===== config.mk =====
export PLATFORM = sky130hd
export DESIGN_NAME = debounce_bank
export DESIGN_NICKNAME = d
export VERILOG_FILES = /design/src/rtl/debounce_bank.sv
export SDC_FILE = /design/constraint.sdc
export NUM_CORES = 1
export LEC_CHECK = 0
export ABC_AREA = 1
export ABC_CLOCK_PERIOD_IN_PS = 2830
export BUFFER_PORTS_ARGS = -buffer_cell sky130_fd_sc_hd__buf_4
export CAP_MARGIN = 20
export CORE_ASPECT_RATIO = 0.7
export CORE_MARGIN = 8
export CORE_UTILIZATION = 50
export DETAILED_ROUTE_END_ITERATION = 8
export PLACE_DENSITY_LB_ADDON = 0.15
export SYNTH_ARGS = -nofsm -noshare
export SYNTH_HDL_FRONTEND = slang
export SYNTH_SLANG_ARGS = --single-unit

===== constraint.sdc =====
create_clock -name clk -period 2.83 [get_ports clk]
set_input_delay 0.566 -clock clk [delete_from_list [all_inputs] [get_ports clk]]
set_output_delay 0.566 -clock clk [all_outputs]
set_load 0.01 [all_outputs]

===== src/rtl/debounce_bank.sv =====
// Multi-channel debouncer: per-channel synchroniser plus settle counter that
// accepts a new level after SETTLE mismatching sample ticks.
module debounce_bank #(
   parameter int CHANNELS    = 4,
   parameter int CNT_W       = 4,
   parameter int SETTLE      = 3,
   parameter int SYNC_STAGES = 2
) (
   input  logic                clk,
   input  logic                rst,
   input  logic                tick,
   input  logic [CHANNELS-1:0] raw_in,
   input  logic [CHANNELS-1:0] restart,
   output logic [CHANNELS-1:0] stable_out,
   output logic [CHANNELS-1:0] rise_pulse,
   output logic [CHANNELS-1:0] fall_pulse,
   output logic [CHANNELS-1:0] settled
);

   localparam logic [CNT_W-1:0] SETTLE_C = CNT_W'(SETTLE);
   localparam logic [CNT_W-1:0] ONE_C    = CNT_W'(1);

   generate
      if (SETTLE < 1 || SETTLE > (2**CNT_W) - 1) begin : g_bad_settle
         $error("debounce_bank: SETTLE must be in 1..2^CNT_W-1");
      end
      if (SYNC_STAGES < 2) begin : g_bad_sync
         $error("debounce_bank: SYNC_STAGES must be at least 2");
      end
      if (CHANNELS < 1 || CHANNELS > 32) begin : g_bad_channels
         $error("debounce_bank: CHANNELS must be in 1..32");
      end
   endgenerate

   genvar gi;
   generate
      for (gi = 0; gi < CHANNELS; gi++) begin : g_ch
         logic [SYNC_STAGES-1:0] sync_q;
         logic [CNT_W-1:0]       cnt_q, cnt_d;
         logic                   stable_q, stable_d;
         logic                   rise_q, rise_d;
         logic                   fall_q, fall_d;
         logic                   settled_q, settled_d;
         logic                   s;

         assign s = sync_q[SYNC_STAGES-1];

         // Restart beats the level comparison, which beats any tick activity.
         always_comb begin
            cnt_d     = cnt_q;
            stable_d  = stable_q;
            rise_d    = 1'b0;
            fall_d    = 1'b0;
            settled_d = settled_q;
            if (restart[gi]) begin
               cnt_d     = SETTLE_C;
               settled_d = 1'b0;
            end else if (s == stable_q) begin
               cnt_d     = SETTLE_C;
               settled_d = 1'b1;
            end else if (tick) begin
               if (cnt_q > ONE_C) begin
                  cnt_d     = cnt_q - ONE_C;
                  settled_d = 1'b0;
               end else begin
                  stable_d  = s;
                  cnt_d     = SETTLE_C;
                  settled_d = 1'b1;
                  rise_d    = s;
                  fall_d    = ~s;
               end
            end else begin
               settled_d = 1'b0;
            end
         end

         always_ff @(posedge clk) begin
            if (rst) begin
               sync_q    <= '0;
               cnt_q     <= SETTLE_C;
               stable_q  <= 1'b0;
               rise_q    <= 1'b0;
               fall_q    <= 1'b0;
               settled_q <= 1'b1;
            end else begin
               sync_q    <= {sync_q[SYNC_STAGES-2:0], raw_in[gi]};
               cnt_q     <= cnt_d;
               stable_q  <= stable_d;
               rise_q    <= rise_d;
               fall_q    <= fall_d;
               settled_q <= settled_d;
            end
         end

         assign stable_out[gi] = stable_q;
         assign rise_pulse[gi] = rise_q;
         assign fall_pulse[gi] = fall_q;
         assign settled[gi]    = settled_q;
      end
   endgenerate

endmodule


==> results by group <==
Outcome
  – Run status: completed

Yosys
  – Netlist Area Pre-Place: 1910 sq um
  – Yosys top cell by area: dfxtp_1
  – Count leader, synth: nor2_1
  – Asr flop ratio synth: 0
  – Largest family of logic cells by synthesized area: simple AND/OR/NAND/NOR gates
  – YS warnings: 0
  – Compound-gate portion of the synthesized area: 0.0236
  – Largest cells by area after synthesis: dfxtp_1 42%, nor2_1 10%, nand2_1 9.4%, inv_1 7.7%, buf_4 6.7%
  – Number of flops mapped to enable cells by yosys: 0
  – Synth Instances: 255
  – Syn nets: 274
  – Top FF cell, synth: dfxtp_1
  – Synth Area in Simple Gates: 0.305
  – Post-synth cell types: 24
  – Adder-cell share of the synthesized area: 0.0524
  – Mean post-synth cell area: 7.50 sq um
  – Xor and xnor area share after synthesis: 0.0321
  – Post-synthesis sequential area ratio: 0.419
  – Share of the synthesized area in the top cell type: 0.419
  – Multiplexer share of the synthesized area: 0
  – Commonest cells post-synth: 51 x nor2_1, 48 x nand2_1, 40 x dfxtp_1, 39 x inv_1, 17 x buf_4
  – #FFs+latches synth: 40

Clock tree
  – Post-CTS Setup Bufs: 0
  – Maximum buffer depth of the clock tree: 2
  – Total clock sinks: 40
  – Clock Pin Slew Worst Setup and Hold Paths: 70 ps
  – Post-CTS sizing: 0
  – Hold_buf cts: 0
  – Clock latency on the worst-skew pair: 280 ps
  – H-Tree Level Count: 2
  – TritonCTS clock tree: yes
  – Clock Tree Root: clkbuf_8
  – CTS Buf Count: 5

Floorplan
  – Die Width: 89.9 um
  – Placement Rows: 18
  – Core footprint: 3600 sq um
  – Overall die height: 67.7 um
  – I/O pins: 27
  – Die area: 6090 sq um
  – Initial Util: 0.531

Power and ir drop
  – Pwr per Cell Area: 473 nW/um^2
  – Max IR drop VDD: 0.437 mV
  – Static Leak: 1.02 nW
  – Pwr Total: 0.984 mW

Timing
  – Final slew viol count: 0
  – Relative slew slack: 0.753
  – Setup TNS Final: 0 ps
  – Final worst path period share: 0.494
  – Minimum clock period: 1400 ps
  – Min Hold Slack: 401 ps
  – Skew final: 2.66 ps
  – RSZ-0062 raised after global routing: false
  – Final setup fails: 0
  – Worst slew pin tran: 367 ps
  – Peak Freq: 716 MHz
  – Final Hold Violating Endpoints: 0

Critical path
  – Max FO, Critical Path: 4
  – Worst EP required: 3050 ps
  – Worst Setup End Kind: flip-flop
  – R2r worst-path depth: 7
  – CP Launch Type: flip-flop
  – Crit Path Category: reg -> reg
  – Critical path data arrival time: 1620 ps

Detailed routing
  – Drt initial violations: 77
  – Router iterations before antenna repair: 4
  – Vias per cell: 4.50
  – Post-Route WL: 3230 um
  – Routed vias: 1425
  – ANT nets after route: 0
  – WL per Instance: 10.2 um
  – DRC: 0

Global routing
  – Vias in the first global route: 1326
  – Remaining global-route overflow: 0
  – Largest net degree at the start of global routing: 18
  – Tot GR Track Use: 0.112
  – Initial antenna violation count: 0
  – Global-route wire length before repair: 5640 um

Worst hold path
  – Hold path depth: 2
  – HP Class: reg -> reg

Placement
  – Final Wtd Congestion: 0.797
  – IO buf count: 26
  – Detail Placement HPWL: 2520 um

Cells and area
  – Layout cell share with drive strength beyond 1: 0.180
  – Ant. Diodes: 0
  – Layout Nets: 286
  – Synthesis-to-finish area growth: 8.90%

Job
  – Maxcap violations: 0
==> layout by cell type, fill, tap and decap left out <==
| master | instances |
|---|---|
| a21oi_1 | 1 |
| buf_4 | 26 |
| clkbuf_1 | 1 |
| clkbuf_8 | 5 |
| clkinv_2 | 1 |
| dfxtp_1 | 40 |
| ha_1 | 8 |
| inv_1 | 39 |
| inv_2 | 1 |
| inv_4 | 1 |
| nand2_1 | 48 |
| nand2_2 | 1 |
| nand3_1 | 14 |
| nand3_2 | 1 |
| nand4_1 | 2 |
| nor2_1 | 51 |
| nor2_2 | 3 |
| nor2_4 | 4 |
| nor3_1 | 1 |
| nor3b_2 | 2 |
| o211ai_1 | 2 |
| o21ai_0 | 5 |
| or2_2 | 3 |
| xnor2_1 | 4 |
| xor2_1 | 3 |
==> state kept, by name, indices dropped and copies added, names as in the netlist <==
| signal | flops |
|---|---|
| g_ch.cnt_q | 16 |
| g_ch.sync_q | 8 |
| g_ch.fall_q | 4 |
| g_ch.rise_q | 4 |
| g_ch.settled_q | 4 |
| g_ch.stable_q | 4 |
==> per-layer routing <==
layer	vias to the layer above	GRT usage	routed length, um	part of all wire
met5	-	0	0	0
met4	0	0.0371	7	0.0022
met3	2	0.0421	205	0.063
met2	39	0.170	1310	0.40
met1	617	0.146	1710	0.53
li1	767	-	-	-
==> cell families after synthesis <==
family | count (synthesis)
adders and majority gates | 8
and+or+nand+nor | 130
AOI/OAI and AO/OA | 8
buffers and inverters | 62
xor gates and xnor gates | 7
DFF | 40
==> critical path, stage by stage (launching register included) <==
cell	delay (ps)
dfxtp_1	350
inv_1	70
ha_1	200
o21ai_0	330
nor2_4	70
nor2_2	150
inv_1	80
nor2_1	90
==> stage by stage <==
step           utilization  cells  area [sq um]  setup WS (ps)
6_report             0.578    317          2080           1430
5_1_grt              0.578    317          2080           1300
4_1_cts              0.578    317          2080           1410
3_5_place_dp         0.556    310          2000           1410
3_3_place_gp         0.556    310          2000           1430
2_1_floorplan            -    255          1910           1560
==> power breakdown <==
group          internal (mW)  switching, mW
Sequential             0.573        0.00439
Combinational         0.0261         0.0362
Clock                  0.167          0.177
==> worst paths after layout <==
kind / slack, ps / end / from
min reg2reg: 400 / g_ch[0].sync_q[1]$_SDFF_PP0_ / g_ch[0].sync_q[0]$_SDFF_PP0_
max: 1430 / g_ch[1].cnt_q[3]$_SDFFE_PP0P_ / g_ch[1].cnt_q[0]$_SDFFE_PP1P_
max reg2reg: 1430 / g_ch[1].cnt_q[3]$_SDFFE_PP0P_ / g_ch[1].cnt_q[0]$_SDFFE_PP1P_
min: 400 / g_ch[0].sync_q[1]$_SDFF_PP0_ / g_ch[0].sync_q[0]$_SDFF_PP0_
==> final cells by class <==
cell class / count / area (sq um)
fillers: 344 / 1520
clock inverters: 1 / 5.00
multi-input cells: 153 / 790
clock buffers: 6 / 72.6
inverters: 41 / 156
repair buffers: 26 / 195
flip-flops and latches: 40 / 801
well taps: 50 / 62.6
Note: power is estimated with default switching activity, not from simulation.
